==> config.mk <==
export PLATFORM = sky130hd
export DESIGN_NAME = vga_fb_arbiter
export DESIGN_NICKNAME = d
export VERILOG_FILES = /design/src/rtl/vga_fb_arbiter.sv
export SDC_FILE = /design/constraint.sdc
export NUM_CORES = 1
export LEC_CHECK = 0
export BUFFER_PORTS_ARGS = -buffer_cell sky130_fd_sc_hd__buf_4
export CAP_MARGIN = 15
export CORE_MARGIN = 3
export CORE_UTILIZATION = 55
export DETAILED_ROUTE_END_ITERATION = 10
export HOLD_SLACK_MARGIN = 0.15
export PLACE_DENSITY = 0.88
export SYNTH_ARGS = -nofsm -noshare
export SYNTH_HDL_FRONTEND = slang
export SYNTH_SLANG_ARGS = --single-unit
==> constraint.sdc <==
create_clock -name clk -period 5.9 [get_ports clk]
set_input_delay 0.885 -clock clk [delete_from_list [all_inputs] [get_ports clk]]
set_output_delay 0.885 -clock clk [all_outputs]
set_load 0.03 [all_outputs]
==> src/rtl/vga_fb_arbiter.sv <==
// vga_fb_arbiter: shares one single-port frame-buffer RAM between the VGA
// display fetch (fixed read slot per in-image pixel) and a camera writer
// whose requests are queued in a small FIFO and drained into every other
// cycle. The fetched pixel leaves with hsync/vsync/de delayed to match.
module vga_fb_arbiter #(
  parameter int   c_img_cols   = 160,
  parameter int   c_img_rows   = 120,
  parameter int   c_nb_addr    = 15,
  parameter int   c_nb_data    = 8,
  parameter int   c_fifo_depth = 4,
  parameter logic c_synch_act  = 1'b0
) (
  input  logic                 rst,
  input  logic                 clk,
  input  logic                 new_pxl,
  input  logic                 visible,
  input  logic [9:0]           col,
  input  logic [9:0]           row,
  input  logic                 hsync_in,
  input  logic                 vsync_in,
  input  logic                 cam_we,
  input  logic [c_nb_addr-1:0] cam_addr,
  input  logic [c_nb_data-1:0] cam_data,
  output logic                 cam_rdy,
  output logic [c_nb_addr-1:0] mem_addr,
  output logic                 mem_we,
  output logic [c_nb_data-1:0] mem_wdata,
  input  logic [c_nb_data-1:0] mem_rdata,
  output logic [c_nb_data-1:0] pxl_data,
  output logic                 pxl_de,
  output logic                 hsync_out,
  output logic                 vsync_out,
  output logic                 ovf
);

  localparam int c_pw     = $clog2(c_fifo_depth);
  localparam int c_npix_i = c_img_cols * c_img_rows;

  localparam logic [9:0]           c_cols_w    = c_img_cols[9:0];
  localparam logic [9:0]           c_rows_w    = c_img_rows[9:0];
  localparam logic [c_nb_addr-1:0] c_line_step = c_img_cols[c_nb_addr-1:0];
  localparam logic [c_nb_addr:0]   c_npix      = c_npix_i[c_nb_addr:0];
  localparam logic [c_pw:0]        c_full      = c_fifo_depth[c_pw:0];
  localparam logic [c_pw:0]        c_cnt_one   = (c_pw+1)'(1);
  localparam logic [c_pw-1:0]      c_ptr_one   = c_pw'(1);

  logic                 in_img;
  logic                 rd_slot;
  logic                 wr_slot;
  logic                 in_range;
  logic                 push;
  logic                 pop;
  logic [9:0]           row_q;
  logic [c_nb_addr-1:0] line_base;
  logic [c_nb_addr-1:0] line_base_cur;
  logic [c_nb_addr-1:0] rd_addr;
  logic [c_nb_addr-1:0] addr_q;
  logic [c_nb_data-1:0] wdata_q;

  logic [c_nb_addr-1:0] fifo_addr [c_fifo_depth];
  logic [c_nb_data-1:0] fifo_data [c_fifo_depth];
  logic [c_pw-1:0]      wr_ptr;
  logic [c_pw-1:0]      rd_ptr;
  logic [c_pw:0]        count;

  logic                 a_img;
  logic                 a_vis;
  logic                 a_hs;
  logic                 a_vs;

  assign in_img   = visible && (col < c_cols_w) && (row < c_rows_w);
  assign rd_slot  = !new_pxl && in_img;
  assign wr_slot  = !rd_slot;
  assign cam_rdy  = (count != c_full);
  assign in_range = ({1'b0, cam_addr} < c_npix);
  assign push     = cam_we && cam_rdy && in_range;
  assign pop      = wr_slot && (count != '0);
  assign rd_addr  = line_base_cur + c_nb_addr'(col);

  // Line base for the current row, advanced in the very first cycle of a new line
  always_comb begin
    line_base_cur = line_base;
    if (row == 10'd0)
      line_base_cur = '0;
    else if ((row != row_q) && (row < c_rows_w))
      line_base_cur = line_base + c_line_step;
  end

  // Remember the row and the line base so a row change is seen exactly once
  always_ff @(posedge clk or posedge rst) begin
    if (rst) begin
      row_q     <= '0;
      line_base <= '0;
    end else begin
      row_q     <= row;
      line_base <= line_base_cur;
    end
  end

  // RAM port mux: slot-A read wins, otherwise drain the FIFO head, otherwise hold
  always_comb begin
    mem_addr  = addr_q;
    mem_we    = 1'b0;
    mem_wdata = wdata_q;
    if (rst) begin
      mem_addr  = '0;
      mem_wdata = '0;
    end else if (rd_slot) begin
      mem_addr = rd_addr;
    end else if (pop) begin
      mem_addr  = fifo_addr[rd_ptr];
      mem_we    = 1'b1;
      mem_wdata = fifo_data[rd_ptr];
    end
  end

  // Keep the last address/data driven so idle write slots leave the bus still
  always_ff @(posedge clk or posedge rst) begin
    if (rst) begin
      addr_q  <= '0;
      wdata_q <= '0;
    end else begin
      addr_q  <= mem_addr;
      wdata_q <= mem_wdata;
    end
  end

  // FIFO storage; contents need no reset since count guards every read
  always_ff @(posedge clk) begin
    if (push) begin
      fifo_addr[wr_ptr] <= cam_addr;
      fifo_data[wr_ptr] <= cam_data;
    end
  end

  // FIFO pointers, occupancy and the sticky overflow flag
  always_ff @(posedge clk or posedge rst) begin
    if (rst) begin
      wr_ptr <= '0;
      rd_ptr <= '0;
      count  <= '0;
      ovf    <= 1'b0;
    end else begin
      if (push) wr_ptr <= wr_ptr + c_ptr_one;
      if (pop)  rd_ptr <= rd_ptr + c_ptr_one;
      case ({push, pop})
        2'b10:   count <= count + c_cnt_one;
        2'b01:   count <= count - c_cnt_one;
        default: count <= count;
      endcase
      if (cam_we && !cam_rdy && in_range)
        ovf <= 1'b1;
    end
  end

  // Capture the slot-A context that has to travel alongside the read data
  always_ff @(posedge clk or posedge rst) begin
    if (rst) begin
      a_img <= 1'b0;
      a_vis <= 1'b0;
      a_hs  <= ~c_synch_act;
      a_vs  <= ~c_synch_act;
    end else if (!new_pxl) begin
      a_img <= in_img;
      a_vis <= visible;
      a_hs  <= hsync_in;
      a_vs  <= vsync_in;
    end
  end

  // Register the pixel and its sync/de at the end of slot B, held otherwise
  always_ff @(posedge clk or posedge rst) begin
    if (rst) begin
      pxl_data  <= '0;
      pxl_de    <= 1'b0;
      hsync_out <= ~c_synch_act;
      vsync_out <= ~c_synch_act;
    end else if (new_pxl) begin
      pxl_data  <= a_img ? mem_rdata : '0;
      pxl_de    <= a_vis;
      hsync_out <= a_hs;
      vsync_out <= a_vs;
    end
  end

endmodule

Word level (Yosys, flattened, before mapping)
Memory sizes are Yosys's and may differ from the RTL's. Index checks and enable logic that the tools add are counted.

Memories: 2. Flip-flop bits (word level): 71. Word-level logic and storage cells: 61. Memory bits (writable): 92.

Memories: fifo_addr (words 4, bits a word 15, read ports 1, clocked after memory_dff 0, write ports 1, line 60) `logic [c_nb_addr-1:0] fifo_addr [c_fifo_depth];`; fifo_data (words 4, bits a word 8, read ports 1, clocked after memory_dff 0, write ports 1, line 61) `logic [c_nb_data-1:0] fifo_data [c_fifo_depth];`.

Muxes and demuxes: 15. Equal/unequal tests: 4. Magnitude comparators: 3. Reductions and logical operators: 15. Add/subtract/negate cells: 6.

Operators by type and width (number): 15-bit two-way mux (5); 8-bit two-way mux (4); 15-bit by 10-bit adder with 15-bit output (1); 15-bit by 8-bit adder with 15-bit output, second input constant (1); 15-bit less-than comparator, second input constant (1); 10-bit zero test (1); 10-bit by 7-bit less-than comparator with 1-bit output, second input constant (1); 10-bit by 8-bit less-than comparator with 1-bit output, second input constant (1); 10-bit inequality test (1); 1-bit logical AND (9); 3-bit case mux with 2 select lines (1); 1-bit two-way mux (5); 2-bit by 1-bit adder with 2-bit output, second input constant (2); 3-bit by 1-bit adder with 3-bit output, second input constant (1); 1-bit zero test (3); 3-bit inequality test, second input constant (1); 3-bit nonzero test (1); 3-bit by 1-bit subtractor with 3-bit output, second input constant (1); 2-bit by 1-bit equality test with 1-bit output, second input constant (1); 2-bit equality test, second input constant (1); 2-bit nonzero test (1).

Logic depth before layout (Yosys ltp)
Gate-level depths: netlist (run 1).

Word-level depth: 9. Depth in mapped cells: 15. Depth with buffers taken out: 14.

Worst setup path after synthesis (run 1)
No wires, ideal clock.

Path type: input port to output port. Start point: input row[6]. End point: output mem_addr[14]. Cell stages on the path: 14. Data required time: 5.015 ns. Setup slack: 0.573 ns. Arrival time: 4.442 ns. Path through: xor2_1 nor4_1 a31o_1 buf_6 xor2_1 nor2_1 ha_1 nand3_1 o2111ai_1 a31o_2 o31ai_1 a21o_1 o31a_1 nor4_1.

Elaborated cells between the ends (all ways): 14. Classes of those cells: add/sub (1); order compare (1); eq/ne (1); mux (5); reduce/logical (6).

RTL lines: start, declared (line 18) `input logic [9:0] row,`; 10-bit by 7-bit less-than comparator with 1-bit output or 10-bit inequality test (tied branches) (line 85) `else if ((row != row_q) && (row < c_rows_w))`; 1-bit logical AND (line 85); 15-bit two-way mux (line 85); 15-bit two-way mux (*) (line 83) `if (row == 10'd0)`; net line_base_cur[5] (line 55) `logic [c_nb_addr-1:0] line_base_cur;`; 15-bit by 10-bit adder with 15-bit output (*) (line 78) `assign rd_addr = line_base_cur + c_nb_addr'(col);`; 15-bit two-way mux (*) (line 108) `end else if (rd_slot) begin`; 15-bit two-way mux (*) (line 105) `if (rst) begin`; end, declared (line 25) `output logic [c_nb_addr-1:0] mem_addr,`.

The timed path passes the listed nets; every way through them passes the cells marked *.

Worst setup path in the final report (run 1)
Start point: input row[5]. End point: output mem_addr[11].

The elaborated chain is that of the path after synthesis.

==> run metrics, run 1 <==
Req. time, crit path roughly 5.0 ns; final cell count without fillers roughly 790; GRT overflow 0; CTS Hold Buffers Added 0; placed wire-length estimate between 10000 and 15000 um; max capacitance violation total 0; library cell used as clock root buffer clkbuf_16; leakage dissipation approximately 3.5 nW; Die Wd roughly 120 um; aggregate global-route resource usage between 20% and 30%; critical path launch point type input pin; Synth Instances between 500 and 600; vias per cell between 5 and 6; post-route clock period utilization between 90% and 100%; number of remaining DRC errors 0; maximum count of clock buffers along a single path 2; Layout area overhead 20.8%; maximum number of pins on one net before global-route repair between 60 and 70; count of filler cells inserted in the layout 799; worst hold margin between 0.4 and 0.5 ns; Worst Setup End Kind output port; worst slew margin relative to its limit between 40% and 50%; EDFF count, synth 92; number of iterations in the first detailed-routing pass 5; library cell contributing the largest single delay on the critical path a311oi_1; PortBufs 94; data arrival time at the worst-slack endpoint approximately 4.7 ns; final setup vio count 0; number of flip-flops and latches in the synthesized netlist roughly 160; detailed-route wire length per cell 19.5 um; number of placement rows 40; Final #Nets between 600 and 700; final setup margin 0.316 ns; pre-CTS WS 0.141 ns; Starting Density 57.5%; share of flip-flops with an asynchronous set or reset 43.6%; CTS H-Tree Depth 4; biggest fanout along the worst timing path 13; delay of the slowest critical-path stage around 0.53 ns; outcome finished clean; Skew-Pair Late Insertion Delay approximately 0.43 ns; register clock-pin slew on the reported worst setup and hold paths 0.06 ns; RSZ-0062 raised after global routing no; power density over the cells 449 mW/mm2; class of the most critical hold timing path flop to flop; yosys synthesis warning count 0; via count of the first global-routing pass 4745; critical path class input pin to output port; number of DRC markers after the initial detailed-route iteration ~560; cell chain of the critical path buf_4, xor2_1, nor4_2, a31o_2, mux2i_1, nor2_1, ha_1, or2_2, o31a_1, o41a_1, a311oi_1, a21oi_1, xnor2_1, a221oi_1, buf_4; antenna cell count 0; highest clock rate 0.179 GHz; number of distinct library cell variants in the gate-level netlist after synthesis 58; actual slew at the worst max-slew pin ~0.85 ns; netlist area before placement roughly 0.0071 mm2; Seq/Total Area, Yosys roughly 64%; final setup skew about 0.0098 ns; number of buffers inserted during clock tree synthesis 17; post-placement cell count ~760; drt total wl around 15000 um; I/O pin cnt 95; Antenna Violating Nets Remaining 0; antenna violations before repair 0; CTS tree done; time the final worst path needs with I/O delays and setup approximately 5.6 ns; CP most frequent cell buf_4; area of the core 0.0123 mm2; wire length of the first global-routing pass between 20000 and 25000 um; die outline area 0.0142 mm2; detailed-route via count ~4.6k; layout cells sized above 1 27.7%; Synth Flop Type edfxtp_1; synthesized netlist net count between 500 and 600; total number of clock tree sinks between 150 and 200; Mean Syn Cell Area 13.9 um2; worst ir drop on vdd around 0.34 mV; Die H around 120 um; final hold violation count 0; Final GP Congestion approximately 0.83; Post-Route Setup TNS 0 ns; Final Power 0.00383 W; Slew Viols, Final 0
-- flip-flops by register name (all words and copies together) (netlist names), 2 cells and up --
| signal | flops |
|---|---|
| fifo_addr | 60 |
| fifo_data | 32 |
| addr_q | 15 |
| line_base | 15 |
| row_q | 10 |
| pxl_data | 8 |
| wdata_q | 8 |
| count | 3 |
| rd_ptr | 2 |
| wr_ptr | 2 |
-- worst max-delay path: cells and delay by family --
family	cells	cell delay, ns
buffers and inverters	2	0.38
AO/OA/AOI/OAI	6	1.75
adder cells (fa/ha/maj)	1	0.31
multiplexers	1	0.22
AND/OR/NAND/NOR	3	0.85
XOR/XNOR	2	0.31
-- final timing paths --
| check | startpoint | to | slack (ns) | cells after the start |
|---|---|---|---|---|
| worst min register to register | ovf | ovf | 0.47 | 1 |
| max in group asynchronous | rst | pxl_data[7] | 4.30 | 3 |
| worst max-delay path | row[5] | mem_addr[11] | 0.32 | 15 |
| min in group asynchronous | rst | wdata_q[5] | 0.51 | 2 |
| worst max register to register | row_q[5] | addr_q[11] | 1.92 | 13 |
| worst min-delay path | ovf | ovf | 0.47 | 1 |
-- synthesized netlist by cell type, types with 5 or more instances --
library cell   n  area share (%)
a21o_1         5            0.53
a21oi_1       25             1.8
a311oi_1      13             1.6
and2_1         8            0.71
and3_1         8            0.71
clkbuf_1      13            0.69
dfrtp_1       67              24
edfxtp_1      92              39
ha_1          16             2.8
inv_1         24             1.3
mux4_2        22             7.0
nand2_1       70             3.7
nand3_1        6            0.43
nor2_1        21             1.1
nor3_1         5            0.35
nor4_1         5            0.44
o21ai_0       19             1.3
or3_1          5            0.44
xnor2_1       10             1.2
xor2_1        17             2.1
-- routing by layer --
layer,track usage [%],share of wire (%)
met5,0,0
met3,6.32,6.3
met2,38.6,52
met1,27.9,40
met4,9.34,2.3
-- placed cells by master (no fill, tap or decap), types with 17 or more instances in the layout --
master and instances:
buf_4 103, edfxtp_1 92, nand2_1 70, dfrtp_1 67
a21oi_1 25, inv_1 23, mux4_2 22, nor2_1 21
o21ai_0 19, xor2_1 17, clkbuf_16 17
-- cells by family (layout without fill, tap and decap cells) --
kind of cell	Yosys count	count (layout)	synth area share (%)
simple gates	146	146	10.0
xor+xnor	27	27	3.35
flops	163	163	64.4
fa+ha+maj	18	18	3.41
compound gates	85	85	8.25
mux	26	26	7.82
buf+inv	44	160	2.71
-- through the flow --
stage / cell area [um2] / utilization, %
2_1_floorplan: 7050 / -
3_5_place_dp: 7940 / 64.7
6_report: 8520 / 69.5
3_3_place_gp: 7940 / 64.7
5_1_grt: 8520 / 69.5
4_1_cts: 8510 / 69.4
-- layout make-up --
cell class | instances | area (um2) | area share [%]
Clock inverter | 12 | 130 | 1.53
Tap cell | 168 | 210 | 2.47
Inverter | 25 | 93.8 | 1.10
Multi-Input combinational cell | 302 | 2330 | 27.4
Sequential cell | 163 | 4540 | 53.3
Clock buffer | 20 | 437 | 5.12
Timing Repair Buffer | 103 | 773 | 9.07
-- timing repair --
action / CTS / global route
buffers inserted: 0 / 0
gates resized for setup: 0 / 4
setup endpoints to repair: 0 / 4
-- report_power, final --
part	switching, W	leakage (nW)	internal (W)
clock	0.000444	0.272	0.000624
sequential	0.000129	1.73	0.00142
combinational	0.000695	1.50	0.000519
total	0.00127	3.50	0.00256
Power figures use the tool's default switching activity.
==> run 2, diff against run 1 <==
==> constraint.sdc (replaced) <==
create_clock -name clk -period 5.9 [get_ports clk]
set_input_delay 1.18 -clock clk [delete_from_list [all_inputs] [get_ports clk]]
set_output_delay 1.18 -clock clk [all_outputs]
set_load 0.03 [all_outputs]
==> run metrics, run 2 (synthesized netlist as in run 1, its figures left out) <==
final setup vio count 0 (unchanged); area of the core 0.0123 mm2 (unchanged); path length in cells of the critical path 14 (-1); hold depth 2 (+1); detailed-route via count 4570 (-0.41%); worst hold margin 0.471 ns (-0.000272 ns); cell chain of the critical path buf_4, nor4_1, nand3_1, and2_1, ha_1, fa_1, a21oi_1, o2111ai_1, a31o_2, o31ai_1, a21o_1, xnor2_1, a211oi_1, buf_4; Slew Viols, Final 0 (unchanged); Final #Nets 694 (+0.87%); Routed met2 length 7810 um (-2.4%); critical path launch point type input pin; Antenna Violating Nets Remaining 0 (unchanged); PortBufs 94 (unchanged); Top Registers fifo_addr x60, fifo_data x32; placed wire-length estimate 10400 um (-0.24%); antenna violations before repair 0 (unchanged); worst ir drop on vdd 0.368 mV (+7.3%); highest clock rate 0.177 GHz (-0.98%); worst slew margin relative to its limit 40.0% (-3.5 points); delay of the slowest critical-path stage 0.41 ns (-0.12 ns); Post-Route Setup TNS 0 ns (unchanged); total buffers and inverters traversed by the critical path 2 (unchanged); biggest fanout along the worst timing path 6 (-7); final setup skew 0.00916 ns (-0.000676 ns); Req. time, crit path 4.72 ns (-0.30 ns); Skew-Pair Late Insertion Delay 0.43 ns (about the same); commonest cells after routing, fill and taps aside buf_4 (107), edfxtp_1 (92), nand2_1 (70), dfrtp_1 (67), a21oi_1 (25); leakage dissipation 3.55 nW (+1.4%); CTS tree done; antenna cell count 0 (unchanged); Met1 Routed Length 6190 um (+0.65%); CTS H-Tree Depth 4 (unchanged); aggregate global-route resource usage 22.4% (-0.50 points); Layout area overhead 22.2%; register ranked first by flip-flop count fifo_addr; number of DRC markers after the initial detailed-route iteration 366 (-34%); detailed-route wire length per cell 19.1 um (-2.3%); kind of cell adding the most delay to the critical path compound AO/OA/AOI/OAI gates; max capacitance violation total 0 (unchanged); final hold violation count 0 (unchanged); library cell contributing the largest single delay on the critical path fa_1; die outline area 0.0142 mm2 (unchanged); highest metal layer used by the detailed router met4; register clock-pin slew on the reported worst setup and hold paths 0.06 ns (about the same); number of remaining DRC errors 0 (unchanged); layout cells sized above 1 28.7% (+1.0 points); I/O pin cnt 95 (unchanged); number of placement rows 40 (unchanged); leading cell type in the layout, fill and taps excluded buf_4; number of iterations in the first detailed-routing pass 5 (unchanged); RSZ-0062 raised after global routing no; class of the most critical hold timing path flop to flop; number of buffers inserted during clock tree synthesis 17 (unchanged); Largest register FFs 60 (unchanged); outcome finished clean; GRT overflow 0 (unchanged); drt total wl 15200 um (-1.6%); post-route clock period utilization 95.6% (+0.93 points); data arrival time at the worst-slack endpoint 4.46 ns (-0.24 ns); power density over the cells 450 mW/mm2 (+0.24%); total met3 wirelength after detailed routing 800 um (-18%); library cell used as clock root buffer clkbuf_16; via count of the first global-routing pass 4798 (+1.1%); Starting Density 57.5% (unchanged); time the final worst path needs with I/O delays and setup 5.64 ns (+0.0551 ns); CP most frequent cell buf_4; vias per cell 5.72 (-1.2%); Die Wd 119 um (unchanged); Worst Setup End Kind output port; maximum count of clock buffers along a single path 2 (unchanged); critical path class input pin to output port; number of cells on the worst reg-to-reg path 13 (unchanged); actual slew at the worst max-slew pin 0.900 ns (+0.0520 ns); wire length of the first global-routing pass 24600 um (-0.58%); maximum number of pins on one net before global-route repair 70 (+7.7%); Final GP Congestion 0.861 (+3.3%); total number of clock tree sinks 163 (unchanged); Die H 119 um (unchanged)
-- run 2: cell types whose count changed in the layout (fill, tap and decap cells not counted), sizes merged --
cell / previous run / this run
buf: 103 / 109
clkbuf: 20 / 21
clkinv: 6 / 7
clkinvlp: 2 / 1
inv: 27 / 26
-- run 2: final timing paths --
kind / slack [ns] / start / end
setup / recovery: 0.26 / row[1] / mem_addr[12]
hold / removal: 0.47 / a_vis / a_vis
setup reg to reg: 2.48 / row_q[5] / addr_q[11]
hold reg to reg: 0.47 / a_vis / a_vis
max in group asynchronous: 4.07 / rst / pxl_data[1]
min in group asynchronous: 0.76 / rst / rd_ptr[1]
-- run 2: worst register-to-register path: stages (launching register included) --
cell and delay, ns:
dfrtp_1 0.37, xor2_1 0.17, nor4_2 0.34, a31o_2 0.30, mux2i_1 0.20, nor2_1 0.08
ha_1 0.31, or2_2 0.31, o31a_1 0.11, o41a_1 0.16, a311oi_2 0.31, a21oi_1 0.09
xnor2_1 0.13, a221oi_1 0.40
-- run 2: through the flow --
stage | instances | total power (W) | instance area [um2] | utilization (%) | setup slack [ns]
final | 799 | 0.00388 | 8620 | 70.3 | 0.261
after global routing | 799 | 0.00406 | 8620 | 70.3 | 0.0539
after CTS | 797 | 0.00385 | 8550 | 69.8 | 0.0900
after detailed placement | 765 | 0.00277 | 7980 | 65.0 | 0.101
after global placement | 765 | 0.00271 | 7980 | 65.0 | 0.165
after floorplan | 509 | 0.00239 | 7060 | - | 0.0167
-- run 2: timing repair --
item	in CTS	in global routing
hold buffers	0	0
gates resized for setup	0	4
endpoints found under the setup margin	0	3
setup buffers	0	0
-- run 2: final cells by class --
| cell class | instances | area (um2) |
|---|---|---|
| multi-input combinational | 302 | 2340 |
| clock buffer | 21 | 450 |
| timing repair buffer | 109 | 846 |
| tap | 168 | 210 |
| fill | 808 | 3650 |
| sequential | 163 | 4540 |
| clock inverter | 11 | 129 |
| inverter | 25 | 93.8 |
-- run 2: power breakdown --
part           switching (W)  internal, W
registers           0.000133      0.00142
clock network       0.000442     0.000637
logic               0.000699     0.000551
-- run 2: layer usage --
metal	vias up	track usage, %
met5	-	0
met4	0	9.99
met3	37	5.89
met2	149	36.8
met1	2277	28.1
li1	2107	-
==> run 3, diff against run 2 <==
--- a/config.mk
+++ b/config.mk
@@ -14,2 +14,3 @@
 export PLACE_DENSITY = 0.88
+export SETUP_SLACK_MARGIN = 0.2
 export SYNTH_ARGS = -nofsm -noshare
==> constraint.sdc (replaced) <==
create_clock -name clk -period 5.9 [get_ports clk]
set_input_delay 0.59 -clock clk [delete_from_list [all_inputs] [get_ports clk]]
set_output_delay 0.59 -clock clk [all_outputs]
set_load 0.03 [all_outputs]
==> run metrics, run 3 (synthesized netlist as in run 1, its figures left out) <==
Met1 Routed Length 6220 um (+0.50%); highest clock rate 0.186 GHz (+4.9%); final hold violation count 0 (unchanged); actual slew at the worst max-slew pin 0.909 ns (+0.00898 ns); vias per cell 5.76 (+0.66%); Cell Area, Placed 0.00794 mm2 (-0.46%); number of DRC markers after the initial detailed-route iteration 510 (+39%); r2r startpoint row_q[1]; commonest cells after routing, fill and taps aside buf_4 (103), edfxtp_1 (92), nand2_1 (70), dfrtp_1 (67), a21oi_1 (25); detailed-route via count 4560 (-0.22%); via count of the first global-routing pass 4776 (-0.46%); layout cells sized above 1 27.6% (-1.1 points); time the final worst path needs with I/O delays and setup 5.38 ns (-0.263 ns); data arrival time at the worst-slack endpoint 4.79 ns (+0.33 ns); Final GP Congestion 0.827 (-4.0%); critical path class flop to output port; leakage dissipation 3.52 nW (-0.97%); final setup skew 0.00786 ns (-0.00131 ns); register clock-pin slew on the reported worst setup and hold paths 0.06 ns (about the same); final instance area 0.00854 mm2 (-0.84%); Worst Setup End Kind output port; Routed met2 length 8110 um (+3.9%); outcome finished clean; wire length of the first global-routing pass 25000 um (+1.6%); maximum count of clock buffers along a single path 2 (unchanged); worst slew margin relative to its limit 39.4% (-0.60 points); power density over the cells 456 mW/mm2 (+1.4%); total number of clock tree sinks 163 (unchanged); Starting Density 57.5% (unchanged); detailed-route wire length per cell 19.7 um (+3.5%); I/O pin cnt 95 (unchanged); Die H 119 um (unchanged); biggest fanout along the worst timing path 13 (+7); Req. time, crit path 5.31 ns (+0.59 ns); leading cell type in the layout, fill and taps excluded buf_4; Slew Viols, Final 0 (unchanged); PortBufs 94 (unchanged); post-route clock period utilization 91.1% (-4.5 points); Final #Nets 688 (-0.86%); worst reg-to-reg setup slack 1.64 ns (-0.84 ns); GRT overflow 0 (unchanged); Antenna Violating Nets Remaining 0 (unchanged); Skew-Pair Late Insertion Delay 0.43 ns (about the same); Top Registers fifo_addr x60, fifo_data x32; Layout area overhead 21.1%; total met3 wirelength after detailed routing 949 um (+19%); highest metal layer used by the detailed router met4; CTS Hold Buffers Added 0 (unchanged); number of remaining DRC errors 0 (unchanged); CTS H-Tree Depth 4 (unchanged); antenna violations before repair 0 (unchanged); end of the worst register-to-register path addr_q[11]; number of iterations in the first detailed-routing pass 5 (unchanged); Post-Route Setup TNS 0 ns (unchanged); post-CTS sizing 0 (unchanged); area of the core 0.0123 mm2 (unchanged); CTS tree done; post-CTS setup buffers 0 (unchanged); max capacitance violation total 0 (unchanged); critical path launch point type flop; library cell used as clock root buffer clkbuf_16; RSZ-0062 raised after global routing no; Die Wd 119 um (unchanged); antenna cell count 0 (unchanged); register ranked first by flip-flop count fifo_addr; worst ir drop on vdd 0.366 mV (-0.63%); number of buffers inserted during clock tree synthesis 17 (unchanged); placed wire-length estimate 10400 um (+0.26%); Largest register FFs 60 (unchanged); class of the most critical hold timing path input pin to async pin; number of placement rows 40 (unchanged); final setup vio count 0 (unchanged); drt total wl 15600 um (+2.6%); die outline area 0.0142 mm2 (unchanged); Util after Layout 69.7% (-0.59 points); number of cells on the worst reg-to-reg path 13 (unchanged); aggregate global-route resource usage 23.0% (+0.56 points); maximum number of pins on one net before global-route repair 65 (-7.1%)
## run 3: layout make-up
| class | count | area [um2] |
|---|---|---|
| fill | 788 | 3720 |
| tap | 168 | 210 |
| inverter | 25 | 93.8 |
| multi-input combinational | 302 | 2320 |
| clock buffer | 18 | 429 |
| sequential | 163 | 4540 |
| timing repair buffer | 103 | 773 |
| clock inverter | 13 | 175 |
## run 3: power by group
part / internal, W / total (W) / leakage [nW] / switching (W)
combinational: 0.000521 / 0.00122 / 1.50 / 0.000695
sequential: 0.00142 / 0.00156 / 1.73 / 0.000140
clock: 0.000673 / 0.00113 / 0.288 / 0.000454
## run 3: worst max-delay path: stages (launching register included)
cell,delay [ns]
dfrtp_1,0.39
xor2_1,0.16
nor4_1,0.58
a31o_1,0.58
mux2i_1,0.24
nor2_1,0.08
ha_1,0.31
or2_2,0.32
o31a_1,0.11
o41a_1,0.15
a311oi_1,0.50
a21oi_1,0.10
xnor2_1,0.15
a221oi_1,0.45
buf_4,0.25
## run 3: worst max path at each step
stage	cells past startpoint	from	slack, ns	to
floorplan	14	row[6]	1.16	mem_addr[14]
global placement	15	row[6]	0.96	mem_addr[11]
detailed placement	15	row[6]	0.72	mem_addr[11]
CTS	14	row_q[1]	0.62	mem_addr[11]
global route	14	row_q[6]	0.24	mem_addr[11]
finish	14	row_q[1]	0.52	mem_addr[11]
## run 3: stage by stage
stage	std cells	hold WS (ns)	power, W	setup slack (ns)
global placement	761	0.457	0.00271	0.955
global route	792	0.197	0.00409	0.243
floorplan	509	0.438	0.00239	1.16
CTS	792	0.180	0.00392	0.620
detailed placement	761	0.466	0.00278	0.717
finish	792	0.202	0.00390	0.524
## run 3: per-layer routing
layer / up-vias / track usage [%]
met2: 179 / 39.0
met3: 31 / 6.55
met4: 0 / 8.25
li1: 2091 / -
met5: - / 0
met1: 2259 / 28.1
